### src/rtl/multiword_add_ctrl.sv
// Multi-word adder/subtractor controller.
//
// Adds or subtracts two W = BITS*WORDS bit operands one BITS-wide chunk per
// cycle through a single carry-lookahead adder. The carry between chunks
// passes only through a carry register. Valid/ready handshakes sit on both
// sides. Latency is WORDS+1 cycles from the input handshake to out_valid.
//
// Ports:
//   clk       : sole clock, rising edge
//   rst       : synchronous active-high reset
//   in_valid  : operand set present
//   in_ready  : block is idle and can accept operands
//   A, B      : W-bit operands
//   Cin       : carry-in (add only)
//   Sub       : 0 = A+B+Cin, 1 = A-B
//   out_valid : result present (held until out_ready)
//   out_ready : consumer accepts result
//   Sum       : W-bit result (qualified only by out_valid)
//   Cout      : carry out of bit W-1 (subtract: 1 = no borrow)
//   Ovf       : signed two's-complement overflow

// BITS-wide carry-lookahead adder. Each carry is a flat sum of products of
// generate/propagate terms, not a ripple chain.
module multiword_add_cla #(
    parameter int unsigned BITS = 8
) (
    input  logic [BITS-1:0] a,
    input  logic [BITS-1:0] b,
    input  logic            cin,
    output logic [BITS-1:0] sum,
    output logic            cout
);
    logic [BITS-1:0] g;
    logic [BITS-1:0] p;
    logic [BITS:0]   c;

    assign g = a & b;
    assign p = a ^ b;

    always_comb begin
        logic acc;
        logic prod;
        c = '0;
        c[0] = cin;
        for (int i = 0; i < BITS; i++) begin
            acc  = 1'b0;
            prod = 1'b1;
            // c[i+1] = g[i] | p[i]g[i-1] | ... | p[i..0]cin
            for (int j = i; j >= 0; j--) begin
                acc  = acc | (prod & g[j]);
                prod = prod & p[j];
            end
            c[i+1] = acc | (prod & cin);
        end
    end

    assign sum  = p ^ c[BITS-1:0];
    assign cout = c[BITS];
endmodule

module multiword_add_ctrl #(
    parameter int unsigned BITS  = 8,
    parameter int unsigned WORDS = 4
) (
    input  logic                  clk,
    input  logic                  rst,
    input  logic                  in_valid,
    output logic                  in_ready,
    input  logic [BITS*WORDS-1:0] A,
    input  logic [BITS*WORDS-1:0] B,
    input  logic                  Cin,
    input  logic                  Sub,
    output logic                  out_valid,
    input  logic                  out_ready,
    output logic [BITS*WORDS-1:0] Sum,
    output logic                  Cout,
    output logic                  Ovf
);
    localparam int unsigned W  = BITS * WORDS;
    localparam int unsigned KW = (WORDS > 1) ? $clog2(WORDS) : 1;
    localparam logic [KW-1:0] KLast = KW'(WORDS - 1);

    typedef enum logic [1:0] {StIdle, StRun, StDone} state_t;

    state_t          state;
    logic [W-1:0]    a_reg;
    logic [W-1:0]    b_reg;     // B already inverted for subtract
    logic            carry;
    logic [KW-1:0]   k;

    logic [BITS-1:0] a_chunk;
    logic [BITS-1:0] b_chunk;
    logic [BITS-1:0] cla_sum;
    logic            cla_cout;

    assign a_chunk = a_reg[k*BITS +: BITS];
    assign b_chunk = b_reg[k*BITS +: BITS];

    multiword_add_cla #(
        .BITS (BITS)
    ) u_cla (
        .a    (a_chunk),
        .b    (b_chunk),
        .cin  (carry),
        .sum  (cla_sum),
        .cout (cla_cout)
    );

    assign in_ready  = (state == StIdle);
    assign out_valid = (state == StDone);

    always_ff @(posedge clk) begin
        if (rst) begin
            state <= StIdle;
            a_reg <= '0;
            b_reg <= '0;
            carry <= 1'b0;
            k     <= '0;
            Sum   <= '0;
            Cout  <= 1'b0;
            Ovf   <= 1'b0;
        end else begin
            unique case (state)
                StIdle: begin
                    if (in_valid) begin
                        a_reg <= A;
                        b_reg <= B ^ {W{Sub}};
                        // Subtract is A + ~B + 1; Cin is ignored then.
                        carry <= Sub ? 1'b1 : Cin;
                        k     <= '0;
                        state <= StRun;
                    end
                end
                StRun: begin
                    Sum[k*BITS +: BITS] <= cla_sum;
                    carry <= cla_cout;
                    if (k == KLast) begin
                        Cout  <= cla_cout;
                        // Operand signs agree but result sign differs.
                        Ovf   <= (a_chunk[BITS-1] == b_chunk[BITS-1]) &
                                 (cla_sum[BITS-1] != a_chunk[BITS-1]);
                        state <= StDone;
                    end else begin
                        k <= k + 1'b1;
                    end
                end
                StDone: begin
                    if (out_ready) begin
                        state <= StIdle;
                    end
                end
                default: state <= StIdle;
            endcase
        end
    end
endmodule

### config.mk
export PLATFORM = sky130hd
export DESIGN_NAME = multiword_add_ctrl
export DESIGN_NICKNAME = d
export VERILOG_FILES = /design/src/rtl/multiword_add_ctrl.sv
export SDC_FILE = /design/constraint.sdc
export NUM_CORES = 1
export LEC_CHECK = 0
export ABC_AREA = 1
export CAP_MARGIN = 20
export CORE_ASPECT_RATIO = 1.4
export CORE_MARGIN = 2
export CORE_UTILIZATION = 55
export CTS_CLUSTER_DIAMETER = 60
export DETAILED_ROUTE_END_ITERATION = 8
export PLACE_DENSITY_LB_ADDON = 0.3
export SKIP_CTS_REPAIR_TIMING = 1
export SYNTH_ARGS = -nofsm -noshare
export SYNTH_HDL_FRONTEND = slang
export SYNTH_SLANG_ARGS = --single-unit
### constraint.sdc
create_clock -name clk -period 5.1 [get_ports clk]
set_input_delay 1.02 -clock clk [delete_from_list [all_inputs] [get_ports clk]]
set_output_delay 1.02 -clock clk [all_outputs]
set_load 0.05 [all_outputs]
==> flow_metrics.env, run 1 <==
export IMPL_cts_max_level=3
export IMPL_synth_top_area_cell="dfxtp_1"
export IMPL_wire_per_inst_microns=14.1
export IMPL_endpoint="Sum[15]"
export IMPL_power_mw=2.14
export IMPL_critPathRequiredTime_ns=5.37
export IMPL_initial_core_util_pct=56.8
export IMPL_fin_tns_setup_ns=0
export IMPL_cp_end_kind="flop"
export IMPL_final_common_cell="nor2_1"
export IMPL_grt_pass1_wl_microns=19100
export IMPL_grtUsageMet2_pct=44.9
export IMPL_rr_worst_depth=14
export IMPL_syn2layout_area_growth_pct=27.1
export IMPL_period_needed_ns=3.00
export IMPL_use_met1_pct=26.4
export IMPL_ios=106
export IMPL_use_met3_pct=3.21
export IMPL_place_area_sq_um=5920
export IMPL_finClkSkew_ns=0.00762
export IMPL_synth_seq_cells=103
export IMPL_top_usage_layer="met2"
export IMPL_min_path_type="flop to flop"
export IMPL_yosys_warnings=0
export IMPL_hold_violations=0
export IMPL_avgSynthCellArea_sq_um=7.66
export IMPL_antenna_left=0
export IMPL_place_congestion=0.872
export IMPL_cts_root_buf="clkbuf_16"
export IMPL_port_buffers=105
export IMPL_gr_usage_all_layers_pct=24.1
export IMPL_clk_path_buf_depth=2
export IMPL_worstPathArrival_ns=3.27
export IMPL_fp_row_count=40
export IMPL_postSynthNetCount=724
export IMPL_start_kind="flop"
export IMPL_vias=4577
export IMPL_dp_hpwl_microns=8510
export IMPL_finalSetupViolCount=0
export IMPL_rsz0062_at_grt="no"
export IMPL_coreArea_sq_um=8610
export IMPL_final_area_sq_um=6220
export IMPL_tightest_slew_ns=0.896
export IMPL_worstSkewPairLatency_ns=0.34
export IMPL_crit_start="k[1]"
export IMPL_fin_crit_sh_pct=58.8
export IMPL_die_area_sq_um=9680
export IMPL_cp_max_fo=22
export IMPL_fmax_mhz=333
export IMPL_wl_microns=11700
export IMPL_overflow=0
export IMPL_final_cell_mix="nor2_1, dfxtp_1, clkdlybuf4s50_1"
export IMPL_drt_iter0_markers=307
export IMPL_layout_nets=804
export IMPL_cap_violations=0
export IMPL_synth_yosys_seq_area_share_pct=42.1
export IMPL_run_status="complete, no violations"
export IMPL_power_density_nw_per_um2=344
export IMPL_slew_viol_final=0
export IMPL_r2r_start="k[1]"
export IMPL_syn_inst=639
export IMPL_clk_pin_slew_ns=0.07
export IMPL_diodes=0
export IMPL_slew_headroom_pct=40.2
export IMPL_nFillCells=699
export IMPL_synth_top_area_share_pct=42.1
export IMPL_vdd_drop_max_uv=213
export IMPL_die_height_microns=116
export IMPL_crit_type="flop to flop"
export IMPL_grt_max_degree=69
export IMPL_die_w_microns=83.7
export IMPL_syn_area_sq_um=4890
export IMPL_cts_buffers_inserted=9
export IMPL_r2r_setup_slack_ns=2.10
export IMPL_synth_top_cells_by_area="dfxtp_1, nor2_1, o21ai_0, nand2_1, xnor2_1"
export IMPL_antenna_found_initial=0
export IMPL_timing_rr_end="Sum[15]"
export IMPL_cts_tree="built"
export IMPL_synth_cell_types=38
export IMPL_dr_pass1_iters=5
export IMPL_routed_via_density=5.52
export IMPL_grt_pass1_vias=4297
export IMPL_drcViolationCount=0
export IMPL_p_leak_nw=2.37
export IMPL_drive_above_1_share_pct=5.52
export IMPL_cts_sinks=103
worst min path at each step:
stage	from	to	slack [ns]	cells after the start
6_report	Sum[26]	Sum[26]	0.47	2
5_1_grt	Sum[5]	Sum[5]	0.49	2
4_1_cts	Sum[12]	Sum[12]	0.47	2
3_5_place_dp	Sum[12]	Sum[12]	0.46	2
3_3_place_gp	Sum[7]	Sum[7]	0.45	2
2_1_floorplan	b_reg[0]	b_reg[0]	0.43	2
worst max-delay path, cell delays in order, from the launching register on:
cell and delay (ns):
dfxtp_1 0.71, inv_1 0.49, o21ai_0 0.22, o22ai_1 0.14, ha_1 0.36, nand2_1 0.08, nor2_1 0.10, nand3_1 0.08
nand2_1 0.13, nand2_2 0.08, nand2_1 0.12, nand2_1 0.08, nand2_2 0.10, nand4_1 0.09, a21oi_1 0.16
synthesized netlist by cell type:
master	number
a211oi_1	33
a21o_1	2
a21oi_1	40
a21oi_2	1
a22oi_1	2
a32oi_1	3
and3_1	1
buf_2	15
buf_4	3
buf_6	2
clkbuf_1	21
dfxtp_1	103
fa_1	1
ha_1	14
inv_1	27
inv_2	2
nand2_1	76
nand2_2	4
nand2_4	2
nand3_1	15
nand3_2	1
nand3b_1	1
nand4_1	7
nor2_1	139
nor2_2	1
nor2_4	2
nor2_8	1
nor3_1	3
nor4_4	1
o211ai_1	1
o21a_1	1
o21ai_0	63
o21bai_1	1
o22ai_1	14
or2_1	1
or2_2	2
xnor2_1	31
xor2_1	2
stage by stage:
stage | utilization [%] | hold slack [ns] | setup WS (ns) | instances
detailed placement | 68.7 | 0.457 | 2.14 | 813
floorplan | - | 0.430 | 2.69 | 639
global route | 72.3 | 0.493 | 1.76 | 829
finish | 72.3 | 0.466 | 2.10 | 829
global placement | 68.5 | 0.453 | 1.83 | 812
CTS | 72.3 | 0.468 | 2.16 | 829
layer usage:
layer / routed length (microns) / share of wire, % / up-vias
met2: 6150 / 53 / 187
met3: 558 / 4.8 / 36
met5: 0 / 0 / -
met4: 388 / 3.3 / 0
met1: 4600 / 39 / 2058
li1: - / - / 2296
where the power goes:
| part | total, mW | internal, mW | switching [mW] |
|---|---|---|---|
| logic | 0.548 | 0.212 | 0.336 |
| clock network | 0.700 | 0.386 | 0.314 |
| registers | 0.894 | 0.859 | 0.0348 |
kinds of logic after synthesis:
kind of cell / Yosys count / synth area share (%)
DFF: 103 / 42.1
and+or+nand+nor: 257 / 22.5
AOI/OAI and AO/OA: 161 / 19.2
xor gates and xnor gates: 33 / 5.91
buffers and inverters: 70 / 6.29
adders and majority gates: 15 / 3.99
layout make-up:
| class | instances | area (sq um) | share of cell area [%] |
|---|---|---|---|
| Multi-Input combinational cell | 466 | 2520 | 40.6 |
| Tap cell | 105 | 131 | 2.11 |
| Clock buffer | 9 | 225 | 3.62 |
| Timing Repair Buffer | 110 | 1090 | 17.5 |
| Clock inverter | 7 | 77.6 | 1.25 |
| Sequential cell | 103 | 2060 | 33.2 |
| Inverter | 29 | 109 | 1.75 |
Power figures use the tool's default switching activity.
==> run 2, diff against run 1 <==
--- a/config.mk
+++ b/config.mk
@@ -9,7 +9,7 @@
 export CAP_MARGIN = 20
 export CORE_ASPECT_RATIO = 1.4
 export CORE_MARGIN = 2
-export CORE_UTILIZATION = 55
+export CORE_UTILIZATION = 51
 export CTS_CLUSTER_DIAMETER = 60
 export DETAILED_ROUTE_END_ITERATION = 8
 export PLACE_DENSITY_LB_ADDON = 0.3
==> constraint.sdc (replaced) <==
create_clock -name clk -period 2.9 [get_ports clk]
set_input_delay 0.58 -clock clk [delete_from_list [all_inputs] [get_ports clk]]
set_output_delay 0.58 -clock clk [all_outputs]
set_load 0.05 [all_outputs]
==> run 2 against run 1 <==
  * Count of clock-buffer cells in the layout grew 1
  * Setup slack lost 1.6 ns
  * Via count shrank 0.59%
  * Non-clock buffer count grew 9
  * Combinational power grew 81%
  * Core utilization shrank 5.4 points
  * Fmax grew 23%
  * Flip-flop and latch count is the same
  * Critical path depth shrank 1
  * Critical path type unchanged
  * Wire length grew 2.4%
==> flow_metrics.env, run 2 (synthesis results as in run 1) <==
export IMPL_run_status="complete, no violations"
export IMPL_power_density_nw_per_um2=599
export IMPL_regArea_sq_um=2060
export IMPL_routed_via_density=5.40
export IMPL_fin_crit_sh_pct=83.9
export IMPL_cts_buffers_inserted=9
export IMPL_worstSkewPairLatency_ns=0.35
export IMPL_die_area_sq_um=10400
export IMPL_ios=106
export IMPL_fmax_mhz=411
export IMPL_vdd_drop_max_uv=398
export IMPL_critPathSlowestCell="inv_1"
export IMPL_r2r_setup_slack_ns=0.47
export IMPL_gr_usage_all_layers_pct=23.7
export IMPL_cts_root_buf="clkbuf_16"
export IMPL_min_path_type="flop to flop"
export IMPL_clk_pin_slew_ns=0.06
export IMPL_period_needed_ns=2.43
export IMPL_overflow=0
export IMPL_wire_per_inst_microns=14.2
export IMPL_cts_sinks=103
export IMPL_layout_nets=813
export IMPL_tightest_slew_ns=0.761
export IMPL_syn2layout_area_growth_pct=28.5
export IMPL_finClkSkew_ns=0.00724
export IMPL_slew_viol_final=0
export IMPL_die_w_microns=86.8
export IMPL_final_cell_mix="nor2_1, dfxtp_1, clkdlybuf4s50_1"
export IMPL_grt_pass1_vias=4202
export IMPL_slew_headroom_pct=49.2
export IMPL_cp_buffers_inverters=1
export IMPL_fin_tns_setup_ns=0
export IMPL_drcViolationCount=0
export IMPL_coreArea_sq_um=9410
export IMPL_final_common_cell="nor2_1"
export IMPL_hold_violations=0
export IMPL_initial_core_util_pct=52.0
export IMPL_antenna_found_initial=0
export IMPL_port_buffers=105
export IMPL_drive_above_1_share_pct=6.68
export IMPL_multi_input_area_sq_um=2520
export IMPL_vias=4550
export IMPL_critPathRequiredTime_ns=3.17
export IMPL_finalSetupViolCount=0
export IMPL_cts_tree="built"
export IMPL_clk_path_buf_depth=2
export IMPL_start_kind="flop"
export IMPL_worstPathArrival_ns=2.71
export IMPL_grt_pass1_wl_microns=19600
export IMPL_cts_max_level=3
export IMPL_fp_row_count=42
export IMPL_rsz0062_at_grt="no"
export IMPL_diodes=0
export IMPL_wl_microns=12000
export IMPL_cap_violations=0
export IMPL_cp_end_kind="flop"
export IMPL_p_leak_nw=2.42
export IMPL_antenna_left=0
export IMPL_drt_iter0_markers=217
export IMPL_fin_util_pct=66.9
export IMPL_die_height_microns=120
export IMPL_crit_type="flop to flop"
export IMPL_dr_pass1_iters=4
export IMPL_holdWs_ns=0.463
export IMPL_dp_hpwl_microns=9000
export IMPL_cp_top_family="simple AND/OR/NAND/NOR gates"
export IMPL_nFillCells=818
export IMPL_path_cells="inv_1 > o21ai_0 > o22ai_1 > ha_1 > nand2_1 > nor2_1 > nor2_1 > nand2_1 > nand2_2 > nand2_1 > nor2_1 > nand4_1 > a21oi_1"
export IMPL_place_congestion=0.853
export IMPL_crit_path_max_incr_delay_ns=0.32
export IMPL_cp_max_fo=17
export IMPL_grt_max_degree=69
==> run 2: changes by cell type in the layout (fill, tap and decap cells not counted) <==
| cell | change |
|---|---|
| clkinv_4 | -1 |
| clkinvlp_4 | +1 |
| clkinv_2 | +2 |
| inv_6 | -3 |
| clkbuf_8 | +1 |
| buf_4 | +9 |
==> run 2: final timing paths <==
path                                 to   start  cells past startpoint
worst min-delay path             Sum[1]  Sum[1]                      2
worst max-delay path            Sum[30]    k[1]                     13
worst max register to register  Sum[30]    k[1]                     13
worst min register to register   Sum[1]  Sum[1]                      2
==> run 2: final cells by class <==
class	count	area share (%)
Multi-Input combinational cell	466	40.1
Clock buffer	10	3.80
Sequential cell	103	32.8
Timing Repair Buffer	119	18.4
Tap cell	110	2.19
Clock inverter	6	0.955
Inverter	29	1.73
==> run 2: through the flow <==
step	setup slack [ns]	instances	power [mW]	instance area, sq um
final	0.466	843	3.77	6290
after CTS	0.462	843	3.77	6290
after detailed placement	0.515	827	2.58	5990
after global placement	0.567	827	2.56	5990
after floorplan	0.494	639	2.26	4890
after global routing	0.217	843	3.95	6290
==> run 2: worst register-to-register path, delay by kind of cell, from the launching register on <==
| family | cells | cell delay [ns] |
|---|---|---|
| AND/OR/NAND/NOR | 8 | 0.89 |
| AO/OA/AOI/OAI | 3 | 0.53 |
| buffers and inverters | 1 | 0.32 |
| adder cells (fa/ha/maj) | 1 | 0.32 |
| flip-flops | 1 | 0.31 |
==> run 2: layer usage <==
metal / vias to the layer above / wire length [microns] / GRT usage (%)
li1: 2310 / - / -
met1: 2088 / 5050 / 28.3
met5: - / 0 / 0
met2: 121 / 6220 / 41.4
met3: 31 / 324 / 2.54
met4: 0 / 389 / 11.8
==> run 2: where the power goes <==
group	leakage, nW	switching [mW]	internal [mW]	total (mW)
Clock	0.144	0.519	0.687	1.21
Sequential	0.846	0.0573	1.51	1.57
Combinational	1.43	0.605	0.386	0.990
